==> config.mk <==
export PLATFORM = sky130hd
export DESIGN_NAME = mem_port_arbiter
export DESIGN_NICKNAME = d
export VERILOG_FILES = /design/src/rtl/mem_port_arbiter.sv
export SDC_FILE = /design/constraint.sdc
export NUM_CORES = 1
export LEC_CHECK = 0
export ABC_CLOCK_PERIOD_IN_PS = 2000
export CAP_MARGIN = 30
export CELL_PAD_IN_SITES_DETAIL_PLACEMENT = 0
export CELL_PAD_IN_SITES_GLOBAL_PLACEMENT = 1
export CORE_MARGIN = 2
export CORE_UTILIZATION = 30
export CTS_CLUSTER_DIAMETER = 40
export DETAILED_ROUTE_END_ITERATION = 8
export PLACE_DENSITY_LB_ADDON = 0.1
export SLEW_MARGIN = 20
export SYNTH_ARGS = -nofsm -noshare
export SYNTH_HDL_FRONTEND = slang
export SYNTH_SLANG_ARGS = --single-unit
==> constraint.sdc <==
create_clock -name clk -period 2 [get_ports clk]
set_input_delay 0.6 -clock clk [delete_from_list [all_inputs] [get_ports clk]]
set_output_delay 0.6 -clock clk [all_outputs]
set_load 0.005 [all_outputs]
==> src/rtl/mem_port_arbiter.sv <==
// Arbitrates a single-ported memory between instruction fetch and the load/store unit.
// One transaction in flight; data has priority with a bounded streak, flush discards fetches, timeout errors.
module mem_port_arbiter #(
  parameter int unsigned DATA_STREAK_MAX = 4,
  parameter int unsigned TIMEOUT_CYCLES  = 64
) (
  input  logic        clk,
  input  logic        rst,
  input  logic        imem_read,
  input  logic [31:0] imem_addr,
  output logic [31:0] imem_data,
  output logic        imem_valid,
  output logic        imem_error,
  input  logic        flush,
  input  logic        dmem_req,
  input  logic        dmem_we,
  input  logic [31:0] dmem_addr,
  input  logic [31:0] dmem_wdata,
  input  logic [3:0]  dmem_be,
  output logic [31:0] dmem_rdata,
  output logic        dmem_valid,
  output logic        dmem_error,
  output logic        mem_req,
  output logic        mem_we,
  output logic [31:0] mem_addr,
  output logic [31:0] mem_wdata,
  output logic [3:0]  mem_be,
  input  logic [31:0] mem_rdata,
  input  logic        mem_valid,
  input  logic        mem_error
);

  localparam int unsigned STREAK_W = $clog2(DATA_STREAK_MAX + 1);
  localparam int unsigned TIMER_W  = $clog2(TIMEOUT_CYCLES);

  typedef enum logic [1:0] {IDLE, BUSY_I, BUSY_D} state_t;

  state_t              state_q, state_d;
  logic [STREAK_W-1:0] streak_q, streak_d;
  logic [TIMER_W-1:0]  timer_q, timer_d;
  logic                discard_q, discard_d;

  logic [31:0] imem_data_d, dmem_rdata_d, mem_addr_d, mem_wdata_d;
  logic        imem_valid_d, imem_error_d, dmem_valid_d, dmem_error_d;
  logic        mem_req_d, mem_we_d;
  logic [3:0]  mem_be_d;

  logic grant_i, grant_d, streak_full, timeout, kill;

  // Next-state, grant and response logic
  always_comb begin
    state_d      = state_q;
    streak_d     = streak_q;
    timer_d      = timer_q;
    discard_d    = discard_q;
    imem_data_d  = imem_data;
    imem_valid_d = 1'b0;
    imem_error_d = imem_error;
    dmem_rdata_d = dmem_rdata;
    dmem_valid_d = 1'b0;
    dmem_error_d = dmem_error;
    mem_req_d    = 1'b0;
    mem_we_d     = mem_we;
    mem_addr_d   = mem_addr;
    mem_wdata_d  = mem_wdata;
    mem_be_d     = mem_be;

    streak_full = (streak_q == STREAK_W'(DATA_STREAK_MAX));
    timeout     = (timer_q == TIMER_W'(TIMEOUT_CYCLES - 1));
    kill        = discard_q | flush;
    grant_i     = 1'b0;
    grant_d     = 1'b0;

    case (state_q)
      IDLE: begin
        discard_d = 1'b0;
        grant_i   = imem_read & ~flush & (~dmem_req | streak_full);
        grant_d   = dmem_req & ~grant_i;
        if (grant_i) begin
          state_d     = BUSY_I;
          mem_req_d   = 1'b1;
          mem_we_d    = 1'b0;
          mem_addr_d  = imem_addr;
          mem_wdata_d = 32'h0;
          mem_be_d    = 4'hF;
          streak_d    = '0;
          timer_d     = '0;
        end else if (grant_d) begin
          state_d     = BUSY_D;
          mem_req_d   = 1'b1;
          mem_we_d    = dmem_we;
          mem_addr_d  = dmem_addr;
          mem_wdata_d = dmem_wdata;
          mem_be_d    = dmem_be;
          timer_d     = '0;
          if (!imem_read)       streak_d = '0;
          else if (!streak_full) streak_d = streak_q + STREAK_W'(1);
        end
      end
      BUSY_I: begin
        timer_d = timer_q + TIMER_W'(1);
        if (flush) discard_d = 1'b1;
        if (mem_valid || timeout) begin
          state_d   = IDLE;
          discard_d = 1'b0;
          if (!kill) begin
            imem_valid_d = 1'b1;
            imem_data_d  = mem_valid ? mem_rdata : 32'h0;
            imem_error_d = mem_valid ? mem_error : 1'b1;
          end
        end
      end
      BUSY_D: begin
        timer_d = timer_q + TIMER_W'(1);
        if (mem_valid || timeout) begin
          state_d      = IDLE;
          dmem_valid_d = 1'b1;
          dmem_rdata_d = mem_valid ? mem_rdata : 32'h0;
          dmem_error_d = mem_valid ? mem_error : 1'b1;
        end
      end
      default: state_d = IDLE;
    endcase
  end

  // State and registered outputs
  always_ff @(posedge clk) begin
    if (rst) begin
      state_q    <= IDLE;
      streak_q   <= '0;
      timer_q    <= '0;
      discard_q  <= 1'b0;
      imem_data  <= 32'h0;
      imem_valid <= 1'b0;
      imem_error <= 1'b0;
      dmem_rdata <= 32'h0;
      dmem_valid <= 1'b0;
      dmem_error <= 1'b0;
      mem_req    <= 1'b0;
      mem_we     <= 1'b0;
      mem_addr   <= 32'h0;
      mem_wdata  <= 32'h0;
      mem_be     <= 4'h0;
    end else begin
      state_q    <= state_d;
      streak_q   <= streak_d;
      timer_q    <= timer_d;
      discard_q  <= discard_d;
      imem_data  <= imem_data_d;
      imem_valid <= imem_valid_d;
      imem_error <= imem_error_d;
      dmem_rdata <= dmem_rdata_d;
      dmem_valid <= dmem_valid_d;
      dmem_error <= dmem_error_d;
      mem_req    <= mem_req_d;
      mem_we     <= mem_we_d;
      mem_addr   <= mem_addr_d;
      mem_wdata  <= mem_wdata_d;
      mem_be     <= mem_be_d;
    end
  end

endmodule
---- Yosys cells after proc, flatten, opt, wreduce, memory -nomap -nowiden ----
Index checks and enable logic that the tools add are counted.
storage, ports and cells
  output and inout bits ................... 138
  logic and storage cells ................. 82
  flip-flop bits (word level) ............. 150
  input bits .............................. 140
operators by class
  mux-type cells .......................... 28
  equality and inequality tests ........... 8
  reduce and logical (&&, ||, !) cells .... 16
  bitwise logic cells ..................... 13
  add/sub/neg operators ................... 2
operator list
  kind                                                  count
  2-to-1 mux 32 bit                                     5
  2-to-1 mux 3 bit                                      4
  2-to-1 mux 6 bit                                      2
  one-hot mux 6 bit (2 select lines)                    1
  AND reduction 2 bit                                   5
  2-to-1 mux 1 bit                                      9
  2-to-1 mux 4 bit                                      2
  inverter 1 bit                                        8
  adder 6 x 1 -> 6 bit (second input constant)          1
  equality test 6 bit (second input constant)           1
  2-to-1 mux 2 bit                                      3
  != test 3 bit (second input constant)                 2
  AND reduction 3 bit                                   2
  nonzero test 2 bit                                    3
  OR reduction 2 bit                                    3
  one-hot mux 2 bit (2 select lines)                    1
  adder 3 x 1 -> 3 bit (second input constant)          1
  AND 1 bit                                             3
  equality test 3 bit (second input constant)           1
  != test 3 x 2 -> 1 bit (second input constant)        1
  OR reduction 3 bit                                    1
  equality test 2 x 1 -> 1 bit (second input constant)  1
  equality test 2 bit (second input constant)           1
  zero test 2 bit                                       1
  4 further kinds                                       5

---- Longest topological paths before layout ----
Gate-level depths: netlist (run 1).
  depth after elaboration ................. 8
  depth in mapped cells ................... 8
  depth with buffers taken out ............ 6

---- Worst setup path before layout (run 1) ----
Ideal clock, no wire load.
  kind .................................... input to register
  start ................................... input flush
  end ..................................... register mem_addr[10]
  data required time ...................... 1,878 ps
  arrival time ............................ 1,513 ps
  slack ................................... 365 ps
  stages .................................. 5
  setup time .............................. 122 ps
  cell sequence ........................... nand2b_4 a21oi_4 buf_8 mux2i_1 a21oi_2
between the ends
  word-level cells in the longest chain between the ends .. 7
  elaborated cells on any way between the ends .. 8
  classes of those cells .................. mux (1); bitwise (5); reduce/logical (2)
ends and longest elaborated chain
  what                                  line  source
  start: declaration                    14    input logic flush,
  inverter 1 bit (*)                    77    grant_i = imem_read & ~flush & (~dmem_req | streak_full);
  AND 1 bit (*) (2 in a row)            77
  inverter 1 bit                        78    grant_d = dmem_req & ~grant_i;
  AND 1 bit                             78
  nonzero test 2 bit (no source line)   --
  AND reduction 2 bit (no source line)  --
  end signal: assignment                157   mem_addr <= mem_addr_d;
  end: declaration                      25    output logic [31:0] mem_addr,
Every way passes the cells marked *; elsewhere a longest branch is shown, timed or not.
A chain may end at the register's enable or synchronous reset.

---- Worst setup path after layout (run 1) ----
  start ................................... register mem_be[1]
  end ..................................... output mem_be[1]
RTL lines
  what                      line  source
  start: declaration        27    output logic [3:0] mem_be,
  start signal: assignment  159   mem_be <= mem_be_d;
No word-level cell between the ends.

==> results of run 1 <==
## cell families (layout without fill, tap and decap cells)
family          count (synthesis)  count (layout)  synth area share (%)
compound gates                231             231                  26.5
flops                         150             150                  51.4
simple gates                  103             103                  8.75
buf+inv                        63             349                  5.87
mux                            33              33                  5.66
fa+ha+maj                       6               6                  1.29
xor+xnor                        3               3                 0.450
## flip-flops by register name, indices dropped and copies added, names as in the netlist
name,count
discard_q,1
dmem_error,1
dmem_rdata,32
dmem_valid,1
imem_data,32
imem_error,1
imem_valid,1
mem_addr,32
mem_be,4
mem_req,1
mem_wdata,32
mem_we,1
state_q,2
streak_q,3
timer_q,6
## final timing paths
path	end	slack [ns]	cells after the start
worst min-delay path	dmem_rdata[16]	0.47	1
worst max register to register	timer_q[3]	0.23	6
worst min register to register	dmem_rdata[16]	0.47	1
worst max-delay path	mem_be[1]	0.11	1
## synth_stat cells, drive strengths merged (2+ instances only)
library cell,n
and2,2
o21ai,70
nor3,5
inv,8
nand2b,2
a31o,3
nor2b,4
a22oi,33
a21oi,74
a311oi,2
buf,32
ha,6
clkbuf,23
a32o,32
nor3b,2
mux2i,33
nor2,43
xnor2,3
a2111oi,2
nand3,34
nand2,7
o22ai,4
o211ai,2
dfxtp,150
## cell type report
class,instances,area share (%)
inverters,8,0.315
repair buffers,309,32.8
flip-flops and latches,150,31.5
well taps,265,3.48
clock buffers,18,4.50
clock inverters,14,1.19
multi-input cells,376,26.2
## routing by layer
metal	up-vias	share of wire (%)	track usage [%]	wire (microns)
met5	-	0	0	0
met1	2570	42	20.7	7480
met4	0	1.7	5.73	294
met2	178	49	29.4	8710
met3	20	7.2	4.90	1280
li1	2745	-	-	-
## power breakdown
| group | switching (mW) | internal (mW) | total [mW] |
|---|---|---|---|
| Sequential | 0.0877 | 3.15 | 3.24 |
| Combinational | 0.510 | 0.740 | 1.25 |
| Clock | 1.34 | 1.62 | 2.96 |
## through the flow
step	worst slack (ns)	TNS [ns]	area [sq um]	std cells
finish	0.105	0	9540	1140
global route	0.0439	0	9540	1140
CTS	0.0772	0	9540	1140
detailed placement	-0.278	-14.14	9000	1108
global placement	-0.189	-11.21	9000	1108
floorplan	0.365	0	5840	589
==> reports/qor.csv, run 1 <==
stage,metric,value,unit
place,gpl congestion,0.743,
sta,hold_ws,0.466,ns
drt,post-route ant nets,0,
sta,min Tclk post-route,1.89,ns
drt,Routed WL,17800,microns
power,Power Density,781,nW/um^2
sta,Final setup viols,0,
drt,initial DRC count,229,
yosys,post-synthesis sequential area ratio,51.4,%
cells_and_area,Fillers,1796,
cells_and_area,most frequent cells in the layout,"clkdlybuf4s50_1 (275), dfxtp_1 (150), a21oi_1 (63)",
cells_and_area,nets,1008,
clock_network,H-tree levels,4,
yosys,Syn Area/Cell,9.91,sq um
drt,via/cell ratio,4.84,
worst_setup_path,Crit Path Class,reg2out,
worst_setup_path,CP max stage delay,0.55,ns
drt,drt wl/cell,15.6,microns
worst_setup_path,cell family with most CP delay,buffers and inverters,
yosys,Synth Register Bits,150,
cells_and_area,Layout area overhead,63.5,%
worst_setup_path,worst reg2reg startpoint,state_q[0],
worst_setup_path,Crit. Startpoint,mem_be[1],
yosys,Ys Warns,0,
global_route,vias in the first global route,5570,
sta,Fin. Hold Viols,0,
sta,RSZ-0062 raised after global routing,no,
outcome,status,"finished, final reports clean",
power,worst vdd ir,0.000532,V
clock_network,worst skew pair latency,0.42,ns
clock_network,post-CTS sizing,0,
worst_setup_path,CP cell instances,clkdlybuf4s50_1,
clock_network,Post-CTS Setup Bufs,0,
global_route,GRT Residual Overflow,0,
clock_network,clock slew at reported path FFs,0.07,ns
die,Die Y,143,microns
yosys,post-synth top area share,51.4,%
drt,router iterations before antenna repair,4,
worst_setup_path,CP Data Required Time,1.40,ns
hold_path,Min-Delay Startpoint,dmem_rdata[16],
job,Max-Cap Viols,0,
cells_and_area,Multi-input gate area,2500,sq um
hold_path,HP Class,reg2reg,
yosys,ys async rst share,0,%
yosys,syn nets,735,
die,Die ar.,20600,sq um
worst_setup_path,Critical Path Start Type,flop,
power,Lkg Pwr,3.37,nW
yosys,Post-synth EDFFs,0,
yosys,Yosys top cell by area,dfxtp_1,
sta,Max Slew Vio Count,0,
yosys,Cell variety after synth,50,
drt,drt drc,0,
cells_and_area,Ant. Diodes,0,
worst_setup_path,largest fanout on the critical path,2,
worst_setup_path,Crit. End Element,output pin,
place,I/O Buffers,277,
cells_and_area,"Core Util, Final",49.5,%
clock_network,clk root buf,clkbuf_16,
sta,f_max,528,MHz
clock_network,CTS Buf Count,17,
cells_and_area,proportion of layout cells with a drive suffix above 1,10.2,%
global_route,first-pass GRT wire length,28300,microns
die,Die Width,143,microns
cells_and_area,"commonest non-fill, non-tap cell in the layout",clkdlybuf4s50_1,
die,Starting Density,30.3,%
die,# IOs,278,
global_route,initial antenna violation count,0,
worst_setup_path,slowest CP cell,clkdlybuf4s50_1,
yosys,Syn Inst Count,589,
drt,Vias,5513,
yosys,main flop type after synthesis,dfxtp_1,
sta,Final Cycle Share,94.7,%
die,core footprint,19300,sq um
sta,Slew @ Worst Pin,0.426,ns
worst_setup_path,WP buf/inv,1,
yosys,Netlist Area Pre-Place,5840,sq um
sta,Slew headroom,71.5,%
sta,Clock Skew,0.00843,ns
power,Power Total,7.45,mW
die,num rows,51,
place,detailed placement HPWL,12800,microns
clock_network,clock sinks,150,
cells_and_area,Seq. cell area,3000,sq um
yosys,Synth area leaders,"dfxtp_1 (51%), mux2i_1 (5.7%), a32o_1 (5.5%)",
global_route,pin count of the biggest net entering global routing,66,
clock_network,CTS Buffer Depth,2,
clock_network,Post-CTS Hold Buffers,0,
worst_setup_path,Worst EP arrival,1.29,ns
global_route,Total GRT Usage,17.2,%
clock_network,TritonCTS clock tree,yes,
Power figures use the tool's default switching activity.
==> run 2: changes to the inputs <==
==> constraint.sdc (replaced) <==
create_clock -name clk -period 2 [get_ports clk]
set_input_delay 0.5 -clock clk [delete_from_list [all_inputs] [get_ports clk]]
set_output_delay 0.5 -clock clk [all_outputs]
set_load 0.005 [all_outputs]
==> run 2 against run 1 <==
Largest power group is now clock. Non-clock buffer count is 6 lower. Wire length is 1.7% higher. Critical path depth stayed put. Largest cell class unchanged. Critical path type unchanged. Count of clock-buffer cells in the layout is 2 higher. Combinational power hardly changed. Via count is 0.20% lower. Worst setup slack better by 0.099 ns. Worst hold slack worse by 0.022 ns. Total power is 3.8% higher. First-iteration DRC count is 0.44% higher. Die area stayed put. Maximum frequency is 5.5% higher.
==> reports/qor.csv, run 2 (synthesis gave the netlist of run 1 again) <==
stage,metric,value,unit,change
outcome,status,"finished, final reports clean",,
cells_and_area,nets,1002,,-0.60%
global_route,vias in the first global route,5334,,-4.2%
clock_network,Post-CTS Hold Buffers,0,,unchanged
place,I/O Buffers,277,,unchanged
die,Die Width,143,microns,unchanged
global_route,Total GRT Usage,17.1,%,-0.041 points
clock_network,H-tree levels,4,,unchanged
sta,f_max,557,MHz,+5.5%
power,combinational share of power,16.1,%,-0.7 points
place,dpl cells,1102,,-0.54%
clock_network,Post-CTS Setup Bufs,0,,unchanged
global_route,GRT Residual Overflow,0,,unchanged
die,num rows,51,,unchanged
clock_network,CTS Buf Count,17,,unchanged
place,placed cell area,8950,sq um,-0.50%
sta,RSZ-0062 raised after global routing,no,,
global_route,pin count of the biggest net entering global routing,66,,unchanged
die,Die ar.,20600,sq um,unchanged
worst_setup_path,Critical Path Start Type,flop,,
cells_and_area,most frequent cells in the layout,"clkdlybuf4s50_1 (275), dfxtp_1 (150), a21oi_1 (63)",,
power,clock share of power,42.1,%,+2.4 points
cells_and_area,Layout area overhead,63.6,%,about the same
cells_and_area,Ant. Diodes,0,,unchanged
drt,initial DRC count,230,,+0.44%
power,Lkg Pwr,3.37,nW,-0.23%
power,worst vdd ir,0.000597,V,+12%
power,Net Sw Power,1.86,mW,-4.4%
worst_setup_path,Crit. End Element,output pin,,
sta,Final Cycle Share,89.8,%,-5.0 points
cells_and_area,"commonest non-fill, non-tap cell in the layout",clkdlybuf4s50_1,,
clock_network,clk root buf,clkbuf_16,,
worst_setup_path,WP buf/inv,1,,unchanged
worst_setup_path,largest fanout on the critical path,2,,unchanged
drt,drt wl/cell,15.9,microns,+2.3%
cells_and_area,"Core Util, Final",49.5,%,about the same
power,Power Total,7.73,mW,+3.8%
drt,drt drc,0,,unchanged
sta,Slew @ Worst Pin,0.414,ns,-0.0113 ns
place,detailed placement HPWL,12900,microns,+1.1%
clock_network,clock sinks,150,,unchanged
die,Die Y,143,microns,unchanged
clock_network,CTS Buffer Depth,2,,unchanged
clock_network,clock slew at reported path FFs,0.06,ns,about the same
power,Power Density,810,nW/um^2,+3.7%
worst_setup_path,CP max stage delay,0.54,ns,about the same
cells_and_area,Layout Cells excl Fill,1133,,-0.61%
hold_path,HP Class,in2reg,,
clock_network,post-CTS sizing,0,,unchanged
sta,TNS Setup,0,ns,unchanged
clock_network,worst skew pair latency,0.42,ns,about the same
sta,Clock Skew,0.0102,ns,+0.00180 ns
power,sw frac,24.0,%,-2.0 points
worst_setup_path,Worst EP arrival,1.30,ns,about the same
sta,Max Slew Vio Count,0,,unchanged
global_route,first-pass GRT wire length,27800,microns,-1.7%
worst_setup_path,CP cell instances,clkdlybuf4s50_1,,
drt,via/cell ratio,4.86,,+0.42%
die,Starting Density,30.3,%,unchanged
cells_and_area,post-layout instance area,9550,sq um,about the same
drt,Vias,5502,,-0.20%
drt,post-route ant nets,0,,unchanged
worst_setup_path,cell family with most CP delay,buffers and inverters,,
worst_setup_path,Crit Path Class,reg2out,,
worst_setup_path,CP Data Required Time,1.50,ns,+0.10 ns
place,gpl congestion,0.728,,-2.1%
sta,Slew headroom,72.2,%,+0.76 points
power,part of the power in registers,41.9,%,-1.6 points
power,Int Pwr,5.87,mW,+6.6%
sta,Fin. Hold Viols,0,,unchanged
die,core footprint,19300,sq um,unchanged
sta,min Tclk post-route,1.80,ns,-0.0990 ns
drt,Routed WL,18100,microns,+1.7%
global_route,initial antenna violation count,0,,unchanged
worst_setup_path,slowest CP cell,clkdlybuf4s50_1,,
cells_and_area,proportion of layout cells with a drive suffix above 1,9.33,%,-0.84 points
die,# IOs,278,,unchanged
job,Max-Cap Viols,0,,unchanged
drt,router iterations before antenna repair,5,,+1
sta,Final setup viols,0,,unchanged
clock_network,TritonCTS clock tree,yes,,
==> run 2: cell count changes in the layout (fill, tap and decap cells not counted) <==
cell	previous run	this run
buf_4	23	17
inv_6	6	2
clkinv_4	2	1
inv_8	1	0
bufinv_16	0	3
clkbuf_8	0	1
clkbuf_1	1	2
==> run 2: final timing paths <==
path                  start             end  slack, ns  cells past startpoint
max               mem_be[2]       mem_be[2]       0.20                      1
min                     rst    imem_data[3]       0.44                      2
max reg2reg      state_q[0]      timer_q[3]       0.27                      6
min reg2reg  dmem_rdata[20]  dmem_rdata[20]       0.46                      1
==> run 2: stage by stage <==
stage,hold WS [ns],worst slack [ns]
after floorplan,0.449,0.418
after global placement,0.446,-0.0833
after detailed placement,0.453,-0.175
after CTS,0.428,0.180
after global routing,0.433,0.0901
final,0.444,0.204
==> run 2: per-layer routing <==
metal  vias up  share of wire (%)  global-route usage [%]
li1       2713                  -                       -
met1      2592                 43                    20.8
met2       174                 48                    28.3
met3        23                7.5                    5.66
met4         0                1.7                    6.09
met5         -                  0                       0
==> run 2: power groups by stage <==
stage | sequential [mW] | clock (mW) | combinational [mW]
after CTS | 3.24 | 3.36 | 1.26
after global placement | 3.30 | 0 | 1.24
after detailed placement | 3.30 | 0 | 1.25
after global routing | 3.26 | 3.49 | 1.35
after floorplan | 3.31 | 0 | 0.481
final | 3.24 | 3.25 | 1.24
==> run 2: layout make-up <==
cell class	instances	area [sq um]
multi-input cells	376	2500
well taps	265	332
clock inverters	11	149
flip-flops and latches	150	3000
fillers	1835	9720
inverters	8	30.0
repair buffers	303	3090
clock buffers	20	447
==> run 3: changes to the inputs <==
--- a/config.mk
+++ b/config.mk
@@ -5,7 +5,7 @@
 export SDC_FILE = /design/constraint.sdc
 export NUM_CORES = 1
 export LEC_CHECK = 0
-export ABC_CLOCK_PERIOD_IN_PS = 2000
+export ABC_CLOCK_PERIOD_IN_PS = 1800
 export CAP_MARGIN = 30
 export CELL_PAD_IN_SITES_DETAIL_PLACEMENT = 0
 export CELL_PAD_IN_SITES_GLOBAL_PLACEMENT = 1
==> constraint.sdc (replaced) <==
create_clock -name clk -period 1.8 [get_ports clk]
set_input_delay 0.45 -clock clk [delete_from_list [all_inputs] [get_ports clk]]
set_output_delay 0.45 -clock clk [all_outputs]
set_load 0.005 [all_outputs]
==> run 3 against run 2 <==
Combinational power rose by 14%. Global-route usage barely moved. First-iteration DRC count fell by 0.87%. Cell count rose by 1.1%. Clock power rose by 11%. Worst hold slack got worse by 0.093 ns.
==> reports/qor.csv, run 3 (synthesis gave the netlist of run 1 again) <==
stage,metric,value,unit,change
outcome,status,"finished, final reports clean",,
global_route,GRT Residual Overflow,0,,unchanged
power,combinational share of power,16.3,%,+0.2 points
die,Starting Density,30.3,%,unchanged
global_route,initial antenna violation count,1,,+1
cells_and_area,Layout Cells excl Fill,1145,,+1.1%
clock_network,clock sinks,150,,unchanged
die,num rows,51,,unchanged
worst_setup_path,CP Data Required Time,1.35,ns,-0.15 ns
drt,router iterations before antenna repair,4,,-1
sta,f_max,572,MHz,
sta,Final WS setup,0.0508,ns,-0.154 ns
worst_setup_path,cell family with most CP delay,buffers and inverters,,
die,core footprint,19300,sq um,unchanged
drt,Vias,5529,,+0.49%
clock_network,CTS Buf Count,17,,unchanged
sta,Final setup viols,0,,unchanged
place,Placement Setup Slack,-0.309,ns,-0.134 ns
drt,initial DRC count,228,,-0.87%
worst_setup_path,CP cell instances,clkdlybuf4s50_1,,
worst_setup_path,Critical Path Start Type,flop,,
power,sw frac,24.5,%,+0.47 points
clock_network,TritonCTS clock tree,yes,,
die,Die Y,143,microns,unchanged
drt,drt drc,0,,unchanged
hold_path,HP Class,in2reg,,
global_route,vias in the first global route,5561,,+4.3%
cells_and_area,proportion of layout cells with a drive suffix above 1,10.9,%,+1.6 points
clock_network,worst skew pair latency,0.42,ns,about the same
place,I/O Buffers,277,,unchanged
power,Int Pwr,6.51,mW,+11%
cells_and_area,Fillers,1838,,+0.16%
cells_and_area,"commonest non-fill, non-tap cell in the layout",clkdlybuf4s50_1,,
worst_setup_path,CP max stage delay,0.55,ns,about the same
power,worst vdd ir,0.000607,V,+1.6%
place,dpl cells,1109,,+0.64%
drt,drt wl/cell,15.7,microns,-1.4%
sta,TNS Setup,0,ns,unchanged
drt,via/cell ratio,4.83,,-0.56%
sta,Slew @ Worst Pin,0.446,ns,+0.0320 ns
clock_network,clock slew at reported path FFs,0.06,ns,about the same
die,# IOs,278,,unchanged
power,Net Sw Power,2.11,mW,+14%
clock_network,Post-CTS Hold Buffers,0,,unchanged
die,Die ar.,20600,sq um,unchanged
sta,Clock Skew,0.00739,ns,-0.00285 ns
die,Die Width,143,microns,unchanged
sta,Final Cycle Share,97.2,%,
job,Max-Cap Viols,0,,unchanged
cells_and_area,post-layout instance area,9670,sq um,+1.3%
drt,Routed WL,18000,microns,-0.34%
place,detailed placement HPWL,12800,microns,-0.99%
power,Power Total,8.62,mW,+12%
worst_setup_path,WP buf/inv,1,,unchanged
power,part of the power in registers,41.7,%,-0.2 points
cells_and_area,most frequent cells in the layout,"clkdlybuf4s50_1 (272), dfxtp_1 (150), a21oi_1 (63)",,
sta,Slew headroom,70.1,%,-2.1 points
place,placed cell area,9000,sq um,+0.59%
drt,post-route ant nets,0,,unchanged
sta,Max Slew Vio Count,0,,unchanged
global_route,Total GRT Usage,17.1,%,about the same
sta,hold_ws,0.350,ns,-0.0932 ns
worst_setup_path,largest fanout on the critical path,2,,unchanged
worst_setup_path,Worst EP arrival,1.30,ns,about the same
clock_network,CTS Buffer Depth,2,,unchanged
worst_setup_path,Crit. End Element,output pin,,
cells_and_area,Layout area overhead,65.7,%,
cells_and_area,nets,1012,,+1.0%
cells_and_area,"Core Util, Final",50.2,%,+0.64 points
power,clock share of power,41.9,%,-0.2 points
sta,min Tclk post-route,1.75,ns,
power,Power Density,891,nW/um^2,+10%
clock_network,clk root buf,clkbuf_16,,
clock_network,H-tree levels,4,,unchanged
worst_setup_path,Crit Path Class,reg2out,,
place,gpl congestion,0.710,,-2.4%
worst_setup_path,slowest CP cell,clkdlybuf4s50_1,,
sta,Fin. Hold Viols,0,,unchanged
sta,RSZ-0062 raised after global routing,no,,
global_route,pin count of the biggest net entering global routing,66,,unchanged
power,Lkg Pwr,3.47,nW,+3.2%
global_route,first-pass GRT wire length,28100,microns,+1.1%
-- run 3: cell types whose count changed in the layout (fill, tap and decap cells not counted), sizes merged, moves of 2 or more --
cell           change
buf                +9
clkdlybuf4s50      -3
clkinv             +2
dlymetal6s2s       +3
-- run 3: what timing repair did --
item,in CTS,in global routing
buffers inserted,0,2
hold endpoints to repair,0,0
endpoints found under the setup margin,0,4
gates resized for setup,0,5
-- run 3: path summary, 6_finish.rpt --
check / start / endpoint / slack [ns] / cells past startpoint
setup / recovery: dmem_error / dmem_error / 0.05 / 1
hold / removal: rst / imem_data[4] / 0.35 / 2
setup reg to reg: state_q[0] / timer_q[3] / 0.13 / 6
hold reg to reg: dmem_rdata[31] / dmem_rdata[31] / 0.46 / 1
-- run 3: layout make-up --
cell class              instances  area (sq um)  share of cell area (%)
inverters                       8          30.0                   0.310
clock inverters                12           144                    1.49
flip-flops and latches        150          3000                    31.0
well taps                     265           332                    3.43
repair buffers                313          3190                    32.9
clock buffers                  20           467                    4.83
multi-input cells             376          2510                    25.9
diodes                          1          2.50                  0.0259
-- run 3: power groups by stage --
stage	Clock [mW]	Sequential, mW	Combinational, mW
2_1_floorplan	0	3.68	0.534
3_3_place_gp	0	3.66	1.39
3_5_place_dp	0	3.67	1.41
4_1_cts	3.75	3.60	1.42
5_1_grt	3.90	3.62	1.53
6_report	3.62	3.60	1.41
-- run 3: metal layers --
metal | vias to the layer above | GRT usage (%) | part of all wire (%)
li1 | 2743 | - | -
met1 | 2579 | 19.8 | 42
met2 | 180 | 29.4 | 49
met3 | 27 | 5.33 | 7.3
met4 | 0 | 7.02 | 2.2
met5 | - | 0 | 0
